$ cat config.mk
export PLATFORM = sky130hd
export DESIGN_NAME = md_unit_flat
export DESIGN_NICKNAME = d
export VERILOG_FILES = /design/src/rtl/md_unit_if.sv /design/src/rtl/md_unit.sv /design/src/flat_wrapper.sv
export SDC_FILE = /design/constraint.sdc
export NUM_CORES = 1
export LEC_CHECK = 0
export ABC_AREA = 1
export CORE_AREA = 10 10 314 316
export CTS_BUF_LIST = sky130_fd_sc_hd__clkbuf_8
export CTS_CLUSTER_SIZE = 30
export DETAILED_ROUTE_END_ITERATION = 8
export DIE_AREA = 0 0 324 326
export GPL_ROUTABILITY_DRIVEN = 0
export SYNTH_ARGS = -nofsm -noshare
export SYNTH_HDL_FRONTEND = slang
export SYNTH_SLANG_ARGS = --single-unit
$ cat constraint.sdc
create_clock -name clk -period 6.4 [get_ports clk]
set_clock_uncertainty 0.05 [all_clocks]
set_input_delay 0.64 -clock clk [delete_from_list [all_inputs] [get_ports clk]]
set_output_delay 0.64 -clock clk [all_outputs]
set_load 0.03 [all_outputs]
$ cat src/rtl/md_unit_if.sv
// Request/response bundle between the issue stage and the multiply/divide unit.
interface md_unit_if #(
  parameter int unsigned XLEN = 32
);
  logic            start;
  logic [2:0]      funct3;
  logic [XLEN-1:0] rs1_val;
  logic [XLEN-1:0] rs2_val;
  logic [4:0]      rd_in;
  logic            busy;
  logic            done;
  logic            RegWEn;
  logic [4:0]      AddrD;
  logic [XLEN-1:0] DataD;

  modport master (
    output start, funct3, rs1_val, rs2_val, rd_in,
    input  busy, done, RegWEn, AddrD, DataD
  );

  modport slave (
    input  start, funct3, rs1_val, rs2_val, rd_in,
    output busy, done, RegWEn, AddrD, DataD
  );
endinterface

$ cat src/rtl/md_unit.sv
// Iterative RV32M multiply/divide unit: 32-cycle shift-add / restoring divide,
// divide-by-zero and signed overflow resolved at acceptance.
module md_unit #(
  parameter int unsigned XLEN = 32
) (
  input  logic     clk,
  input  logic     rst_n,
  md_unit_if.slave md
);

  localparam int unsigned PW = 2 * XLEN;
  localparam int unsigned CW = $clog2(XLEN);
  localparam logic [XLEN-1:0] ONES    = {XLEN{1'b1}};
  localparam logic [XLEN-1:0] INT_MIN = {1'b1, {(XLEN-1){1'b0}}};

  typedef enum logic [1:0] {IDLE, CALC, FIN} state_t;

  state_t state_q, state_d;

  logic [2:0]      f3_q;
  logic [XLEN-1:0] a_q, b_q;
  logic [PW-1:0]   mcand_q, prod_q;
  logic [XLEN-1:0] rem_q, quo_q;
  logic [CW-1:0]   count_q;
  logic            sa_q, sb_q;
  logic            special_q;
  logic [XLEN-1:0] spec_res_q;

  logic            accept_c, a_signed_c, b_signed_c, sa_c, sb_c;
  logic            div_zero_c, ovf_c, special_c;
  logic [XLEN-1:0] abs_a_c, abs_b_c, special_res_c;
  logic [XLEN:0]   sh_c;
  logic            ge_c;
  logic [XLEN-1:0] diff_c;
  logic [PW-1:0]   prod_fix_c;
  logic [XLEN-1:0] quo_fix_c, rem_fix_c, result_c;

  // State register.
  always_ff @(posedge clk or negedge rst_n) begin
    if (!rst_n) state_q <= IDLE;
    else        state_q <= state_d;
  end

  // Next state plus acceptance-time operand decode.
  always_comb begin
    state_d       = state_q;
    accept_c      = (state_q == IDLE) && md.start;
    a_signed_c    = (md.funct3 == 3'd1) || (md.funct3 == 3'd2) ||
                    (md.funct3 == 3'd4) || (md.funct3 == 3'd6);
    b_signed_c    = (md.funct3 == 3'd1) || (md.funct3 == 3'd4) || (md.funct3 == 3'd6);
    sa_c          = a_signed_c && md.rs1_val[XLEN-1];
    sb_c          = b_signed_c && md.rs2_val[XLEN-1];
    abs_a_c       = sa_c ? (~md.rs1_val + 1'b1) : md.rs1_val;
    abs_b_c       = sb_c ? (~md.rs2_val + 1'b1) : md.rs2_val;
    div_zero_c    = md.funct3[2] && (md.rs2_val == '0);
    ovf_c         = ((md.funct3 == 3'd4) || (md.funct3 == 3'd6)) &&
                    (md.rs1_val == INT_MIN) && (md.rs2_val == ONES);
    special_c     = div_zero_c || ovf_c;
    special_res_c = '0;
    if (div_zero_c)  special_res_c = md.funct3[1] ? md.rs1_val : ONES;
    else if (ovf_c)  special_res_c = md.funct3[1] ? '0 : INT_MIN;

    case (state_q)
      IDLE:    if (accept_c) state_d = special_c ? FIN : CALC;
      CALC:    if (count_q == CW'(XLEN - 1)) state_d = FIN;
      FIN:     state_d = IDLE;
      default: state_d = IDLE;
    endcase
  end

  // One restoring-divide step on the shifted partial remainder.
  always_comb begin
    sh_c   = {rem_q, a_q[XLEN-1]};
    ge_c   = (sh_c >= {1'b0, b_q});
    diff_c = sh_c[XLEN-1:0] - b_q;
  end

  // Sign correction and word selection for the final result.
  always_comb begin
    prod_fix_c = (sa_q ^ sb_q) ? (~prod_q + 1'b1) : prod_q;
    quo_fix_c  = (sa_q ^ sb_q) ? (~quo_q + 1'b1) : quo_q;
    rem_fix_c  = sa_q ? (~rem_q + 1'b1) : rem_q;
    case (f3_q)
      3'd0:                 result_c = prod_fix_c[XLEN-1:0];
      3'd1, 3'd2, 3'd3:     result_c = prod_fix_c[PW-1:XLEN];
      3'd4, 3'd5:           result_c = quo_fix_c;
      default:              result_c = rem_fix_c;
    endcase
    if (special_q) result_c = spec_res_q;
  end

  // Operand capture and the per-cycle multiply/divide iteration.
  always_ff @(posedge clk or negedge rst_n) begin
    if (!rst_n) begin
      f3_q       <= '0;
      a_q        <= '0;
      b_q        <= '0;
      mcand_q    <= '0;
      prod_q     <= '0;
      rem_q      <= '0;
      quo_q      <= '0;
      count_q    <= '0;
      sa_q       <= 1'b0;
      sb_q       <= 1'b0;
      special_q  <= 1'b0;
      spec_res_q <= '0;
    end else if (accept_c) begin
      f3_q       <= md.funct3;
      a_q        <= abs_a_c;
      b_q        <= abs_b_c;
      mcand_q    <= {{XLEN{1'b0}}, abs_a_c};
      prod_q     <= '0;
      rem_q      <= '0;
      quo_q      <= '0;
      count_q    <= '0;
      sa_q       <= sa_c;
      sb_q       <= sb_c;
      special_q  <= special_c;
      spec_res_q <= special_res_c;
    end else if (state_q == CALC) begin
      count_q <= count_q + 1'b1;
      if (!f3_q[2]) begin
        if (b_q[0]) prod_q <= prod_q + mcand_q;
        mcand_q <= {mcand_q[PW-2:0], 1'b0};
        b_q     <= {1'b0, b_q[XLEN-1:1]};
      end else begin
        rem_q <= ge_c ? diff_c : sh_c[XLEN-1:0];
        quo_q <= {quo_q[XLEN-2:0], ge_c};
        a_q   <= {a_q[XLEN-2:0], 1'b0};
      end
    end
  end

  // Registered status and write-back request.
  always_ff @(posedge clk or negedge rst_n) begin
    if (!rst_n) begin
      md.busy   <= 1'b0;
      md.done   <= 1'b0;
      md.RegWEn <= 1'b0;
      md.AddrD  <= '0;
      md.DataD  <= '0;
    end else begin
      md.busy   <= (state_q != IDLE);
      md.done   <= (state_q == FIN);
      md.RegWEn <= (state_q == FIN) && (md.AddrD != '0);
      if (accept_c)         md.AddrD <= md.rd_in;
      if (state_q == FIN)   md.DataD <= result_c;
    end
  end

endmodule

$ cat src/flat_wrapper.sv
// flat-port wrapper written by rule: the top's interface ports become plain ports
module md_unit_flat 
#(
  parameter int unsigned XLEN = 32
)
  (clk, rst_n, md_start, md_funct3, md_rs1_val, md_rs2_val, md_rd_in, md_busy, md_done, md_RegWEn, md_AddrD, md_DataD);
  md_unit_if #(.XLEN(XLEN)) md_i ();
  input  logic clk;
  input  logic rst_n;
  input wire logic [$bits(md_i.start)-1:0] md_start;
  input wire logic [$bits(md_i.funct3)-1:0] md_funct3;
  input wire logic [$bits(md_i.rs1_val)-1:0] md_rs1_val;
  input wire logic [$bits(md_i.rs2_val)-1:0] md_rs2_val;
  input wire logic [$bits(md_i.rd_in)-1:0] md_rd_in;
  output wire logic [$bits(md_i.busy)-1:0] md_busy;
  output wire logic [$bits(md_i.done)-1:0] md_done;
  output wire logic [$bits(md_i.RegWEn)-1:0] md_RegWEn;
  output wire logic [$bits(md_i.AddrD)-1:0] md_AddrD;
  output wire logic [$bits(md_i.DataD)-1:0] md_DataD;
  assign md_i.start = md_start;
  assign md_i.funct3 = md_funct3;
  assign md_i.rs1_val = md_rs1_val;
  assign md_i.rs2_val = md_rs2_val;
  assign md_i.rd_in = md_rd_in;
  assign md_busy = md_i.busy;
  assign md_done = md_i.done;
  assign md_RegWEn = md_i.RegWEn;
  assign md_AddrD = md_i.AddrD;
  assign md_DataD = md_i.DataD;
  md_unit #(.XLEN(XLEN)) u_core (.clk(clk), .rst_n(rst_n), .md(md_i));
endmodule
==> out/results.ini, run 1 <==
[synth]
dominant_combinational_cell_family_by_area_after_synthesis=simple AND/OR/NAND/NOR gates
synthesis.instances=4344
yosys.area_share.xor_xnor_pct=1.66
synth-adder-area-share_pct=4.83
post_synthesis_register_bit_count=341
synth_nets=4524
synth_area_sq_um=27500
ys_warns=0
syn-mean-instance-area_sq_um=6.33
synth-simple-area-share_pct=34.8
synth_mux_area_share_pct=0
synth-compound-area-share_pct=18.3
synth.distinct_cells=52
yosysTopAreaCell=dfrtp_1
synth_top_cells_by_area=dfrtp_1 31%, nand2_1 16%, nor2_1 7.6%
synth_largest_type_area_fraction_pct=31.0
ys_seq_area_share_pct=31.0

[cts]
cts_setup_buffers=0
cts.root.buffer_cell=clkbuf_8
tritoncts=built
ctsResizeCount=0
clk_path_buf_depth=3
clkSinkCount=341
worst_setup_hold_path_clk_slew_ns=0.06
clk-insertion-delay-late_ns=0.69
htree_levels=3
cts-buffers-inserted=69

[setup_path]
critical_path.max_stage_delay_ns=0.60
critical_path_required_ns=6.93
worst_ep_arrival_time_ns=4.06
reg2reg_from=u_core.sa_q
timing.critical_path.to_type=flip-flop
critical_path.top_delay_family=buffers and inverters
critical_path_class=flip-flop to flip-flop
worstPathCellList=buf_4 > or2_1 > nand2_2 > buf_4 > inv_2 > buf_4 > nand2_1 > o21ai_0 > nand2_1 > nand3b_1 > nand2_1 > nand2_1
worstPathBufferInverterCount=4
cpMaxStageDelayCell=inv_2
setup.worst_path.start_class=flip-flop
crit_start=u_core.sa_q
crit_top_cell=nand2_1
crit_path_max_fanout=56

[detailed_routing]
detail_route.drc_violations=0
detail_route.wl_per_cell_um=20.0
first_iter_violations=3414
wl_mm=113
via_count=30707
drt_pre_antenna_iters=8
route.antenna.remaining_nets=0
vias_per_std_cell=5.41

[timing]
hold_viol=0
finalHoldWorstSlack_ns=0.432
maxSlewViolCount=0
slew_of_the_pin_with_the_lowest_slew_margin_ns=1.15
setup-violations-final=0
tns_ns=0
fraction_of_the_cycle_the_final_worst_path_needs_pct=55.3
final.setup.worst_slack_ns=2.86
maxClockFrequency_ghz=0.283
min_period_ns=3.54
setup_repair_after_global_routing_missed_its_margin=no
relSlewSlack_pct=23.3

[placed_design]
place.detailed.hpwl_mm=88.7
dp_worst_setup_slack_ns=2.80
place.port_buffers=114

[cells_and_area]
layout-area-overhead-vs-synth_pct=13.6
layout.nets=4597
final_common_cell=nand2_1
commonest_cells_after_routing_fill_and_taps_aside=1135 x nand2_1, 555 x nor2_1, 514 x inv_1, 381 x nand3_1, 341 x dfrtp_1
layout-drive-gt1-share_pct=4.86

[die]
dieHeight_um=326
core_sq_um=92500
row_count=112
die_width_um=324
ios=115
start_util_pct=29.7
design.die.area_sq_um=106000

[run_status]
run_status=finished clean

[grt]
grt_pass1_wl_mm=172
grt_antenna_before_repair=10
pin_count_of_the_biggest_net_entering_global_routing=158
grt_pass1_vias=28341
global_route.usage.total_pct=20.8
grt_remaining_overflow=0

[run]
drv.max_cap_violation_count=0

[power_and_ir_drop]
report.power.total_mw=18.9
power.density_nw_per_um2=604
power.ir.vdd_worst_mv=0.256
cellLeakagePower_nw=14.8

[worst_hold_path]
holdCritPathClass=flip-flop to flip-flop
min-delay-start=u_core.md.DataD[8]

-- routing by layer --
metal,routed length (um),vias up,global-route usage (%)
li1,-,14541,-
met1,49200,14392,28.8
met2,48100,1509,30.8
met3,11200,259,4.39
met4,4980,6,9.12
met5,42,-,0
-- through the flow --
step,cells,cell area [sq um],utilization (%)
2_1_floorplan,4344,27500,-
3_3_place_gp,5542,29700,32.2
3_5_place_dp,5542,29700,32.2
4_1_cts,5666,31200,33.8
5_1_grt,5673,31300,33.8
6_report,5673,31300,33.8
-- cell usage after synthesis, drive strengths merged --
library cell	n
a21boi	7
a21o	11
a21oi	296
a22o	2
a22oi	33
a31oi	3
and2	4
and3	1
buf	59
clkbuf	75
clkinv	3
dfrtp	341
fa	2
ha	103
inv	520
nand2	1152
nand3	393
nand3b	25
nand4	58
nor2	573
nor3	35
nor3b	3
nor4	15
o2111ai	1
o211ai	44
o21a	6
o21ai	418
o21bai	9
o221ai	1
o22ai	83
o31ai	5
or2	10
or4	1
xnor2	18
xor2	34
-- repair_timing --
item	in CTS	in global routing
hold endpoints to repair	69	0
endpoints found under the setup margin	0	0
hold buffers	1	0
-- report_power, final --
part	total [mW]	switching, mW	internal, mW	leakage (nW)
Sequential	4.05	1.05	3.01	4.35
Combinational	12.3	8.60	3.74	9.65
Clock	2.50	1.11	1.40	0.833
-- worst reg2reg max path: cells and delay by family (launching register included) --
kind	cells	cell delay (ns)
buffers and inverters	4	1.85
AOI/OAI and AO/OA	1	0.24
and+or+nand+nor	7	0.96
DFF	1	0.36
-- worst paths after layout --
check	end	slack [ns]	cells past startpoint
max in group asynchronous	u_core.mcand_q[58]	4.36	3
min in group asynchronous	u_core.md.busy	0.47	2
max reg2reg	u_core.md.DataD[16]	2.86	12
min reg2reg	u_core.md.DataD[8]	0.43	2
max	u_core.md.DataD[16]	2.86	12
min	u_core.md.DataD[8]	0.43	2
-- registers in the layout, indices dropped and copies added (netlist names) --
register           flops
u_core.b_q            32
u_core.sa_q            1
u_core.state_q         2
u_core.count_q         5
u_core.prod_q         64
u_core.a_q            32
u_core.md.busy         1
u_core.sb_q            1
u_core.md.done         1
u_core.rem_q          32
u_core.quo_q          32
u_core.spec_res_q     32
u_core.f3_q            3
u_core.md.DataD       32
u_core.special_q       1
u_core.md.AddrD        5
u_core.mcand_q        64
u_core.md.RegWEn       1
-- cell type report --
class,instances,area (sq um)
fillers,10223,61200
multi-input cells,3346,16400
flip-flops and latches,341,8530
inverters,523,1960
well taps,1197,1500
repair buffers,136,1330
clock buffers,87,1200
clock inverters,36,297
diodes,7,17.5
-- cells by family (layout without fill, tap and decap cells) --
| group | count (synthesis) | in the layout |
|---|---|---|
| AND/OR/NAND/NOR | 2270 | 2270 |
| buffers and inverters | 657 | 782 |
| XOR/XNOR | 52 | 52 |
| other | 0 | 7 |
| adder cells (fa/ha/maj) | 105 | 105 |
| flip-flops | 341 | 341 |
| AO/OA/AOI/OAI | 919 | 919 |
Power figures use the tool's default switching activity.
==> inputs of run 2 (changes only) <==
Clock period 6.4 ns to 3.07 ns, I/O delays scaled along.
==> run 2 against run 1 <==
  * Register-to-register slack worse by 2.6 ns
  * Clock power up 110%
  * Fmax up 27%
  * Design area up 1.2%
  * Cell count up 0.48%
  * Largest cell class unchanged
  * Highest routed layer unchanged
==> out/results.ini, run 2 (synthesis results as in run 1) <==
[setup_path]
setup.worst_path.start_class=flip-flop
critical_path_required_ns=3.57
worst_ep_arrival_time_ns=3.29
crit_path_max_fanout=6
ff2ff_setup_slack_ns=0.28
timing.critical_path.to_type=flip-flop
critical_path_class=flip-flop to flip-flop

[worst_hold_path]
holdCritPathClass=input port to flip-flop

[detailed_routing]
via_count=30738
route.antenna.remaining_nets=0
detail_route.drc_violations=0
vias_per_std_cell=5.39
first_iter_violations=3489
detail_route.wl_per_cell_um=19.9
wl_mm=113
drt_pre_antenna_iters=6

[placed_design]
place.port_buffers=114
place.detailed.hpwl_mm=89.6
dp_worst_setup_slack_ns=0.299
placed_area_sq_um=30100
dp.cells=5576

[power_and_ir_drop]
power.ir.vdd_worst_mv=0.499
cellLeakagePower_nw=15.0
power_frac_seq_pct=20.6
report.power.total_mw=40.0
power.density_nw_per_um2=1260
intPower_mw=17.3
p_clk_share_pct=13.2
netSwitchingFraction_pct=56.6
comb_power_share_pct=66.2
switchingPower_mw=22.6

[timing]
maxSlewViolCount=0
final.setup.worst_slack_ns=0.276
maxClockFrequency_ghz=0.358
finalHoldWorstSlack_ns=0.110
fraction_of_the_cycle_the_final_worst_path_needs_pct=91.0
setup_repair_after_global_routing_missed_its_margin=no
relSlewSlack_pct=46.4
hold_viol=0
setup-violations-final=0
slew_of_the_pin_with_the_lowest_slew_margin_ns=0.804
tns_ns=0
min_period_ns=2.79

[cts]
clkSinkCount=341
cts_setup_buffers=0
worst_setup_hold_path_clk_slew_ns=0.06
cts.root.buffer_cell=clkbuf_8
cts-buffers-inserted=67
clk-insertion-delay-late_ns=0.70
htree_levels=3
ctsResizeCount=0
tritoncts=built
clk_path_buf_depth=3

[die]
design.die.area_sq_um=106000
die_width_um=324
ios=115
dieHeight_um=326
start_util_pct=29.7
row_count=112
core_sq_um=92500

[cells_and_area]
final_design_area_no_fill_sq_um=31600
final_common_cell=nand2_1
finish.utilization_pct=34.2
final_cells=5700
commonest_cells_after_routing_fill_and_taps_aside=1135 x nand2_1, 555 x nor2_1, 514 x inv_1, 381 x nand3_1, 341 x dfrtp_1
layout-drive-gt1-share_pct=5.47
largestRegisters=u_core.mcand_q: 64 flops, u_core.prod_q: 64 flops
layout-area-overhead-vs-synth_pct=15.0
layout.nets=4629

[grt]
grt_remaining_overflow=0
global_route.usage.total_pct=20.7
grt_pass1_vias=28538
grt_antenna_before_repair=5
grt_pass1_wl_mm=172
pin_count_of_the_biggest_net_entering_global_routing=97

[run]
drv.max_cap_violation_count=0

[run_status]
run_status=finished clean

run 2: changes by cell type in the layout (fill, tap and decap cells not counted):
cell	delta
buf_4	+24
buf_12	+10
clkinv_2	-7
diode_2	-2
inv_12	+2
inv_6	+2
bufinv_16	+1
clkbuf_8	-1
clkinv_8	-1
clkinvlp_4	-1
nor2_2	+1
nor2_4	-1
run 2: final timing paths:
path | from | endpoint | depth (start not counted)
max | u_core.prod_q[39] | u_core.prod_q[59] | 12
min | md_rd_in[0] | u_core.md.AddrD[0] | 3
min in group asynchronous | rst_n | u_core.md.RegWEn | 2
max in group asynchronous | rst_n | u_core.rem_q[29] | 3
min reg2reg | u_core.md.DataD[28] | u_core.md.DataD[28] | 2
max reg2reg | u_core.prod_q[39] | u_core.prod_q[59] | 12
run 2: layout make-up:
type                    count  area [sq um]
clock buffers              86          1180
repair buffers            170          1710
diodes                      5          12.5
multi-input cells        3346         16400
flip-flops and latches    341          8530
clock inverters            32           318
inverters                 523          1960
fillers                 10198         60800
well taps                1197          1500
run 2: what timing repair did:
item / CTS / global route
setup endpoints to repair: 0 / 0
hold buffers: 1 / 0
endpoints found under the hold margin: 75 / 0
run 2: metal layers:
metal	GRT usage [%]	vias to the layer above	part of all wire, %
li1	-	14596	-
met4	7.96	2	3.9
met3	4.89	247	10
met2	30.7	1514	42
met5	0	-	0.011
met1	28.8	14379	44
run 2: critical path: stages (launching register included):
cell     delay [ns]
dfrtp_1        0.54
ha_1           0.46
nand2_1        0.13
nor2_1         0.19
inv_1          0.10
nor2_1         0.14
inv_1          0.08
o21ai_0        0.44
a21oi_1        0.25
nand2_1        0.11
nand2_1        0.05
nand3_1        0.07
nand2_1        0.05
run 2: power by group through the flow:
stage	sequential, mW	combinational [mW]	clock, mW
global placement	8.17	25.5	0
detailed placement	8.20	25.7	0
floorplan	7.82	17.6	0
CTS	8.14	25.8	5.35
global route	8.38	29.1	5.52
finish	8.23	26.5	5.26
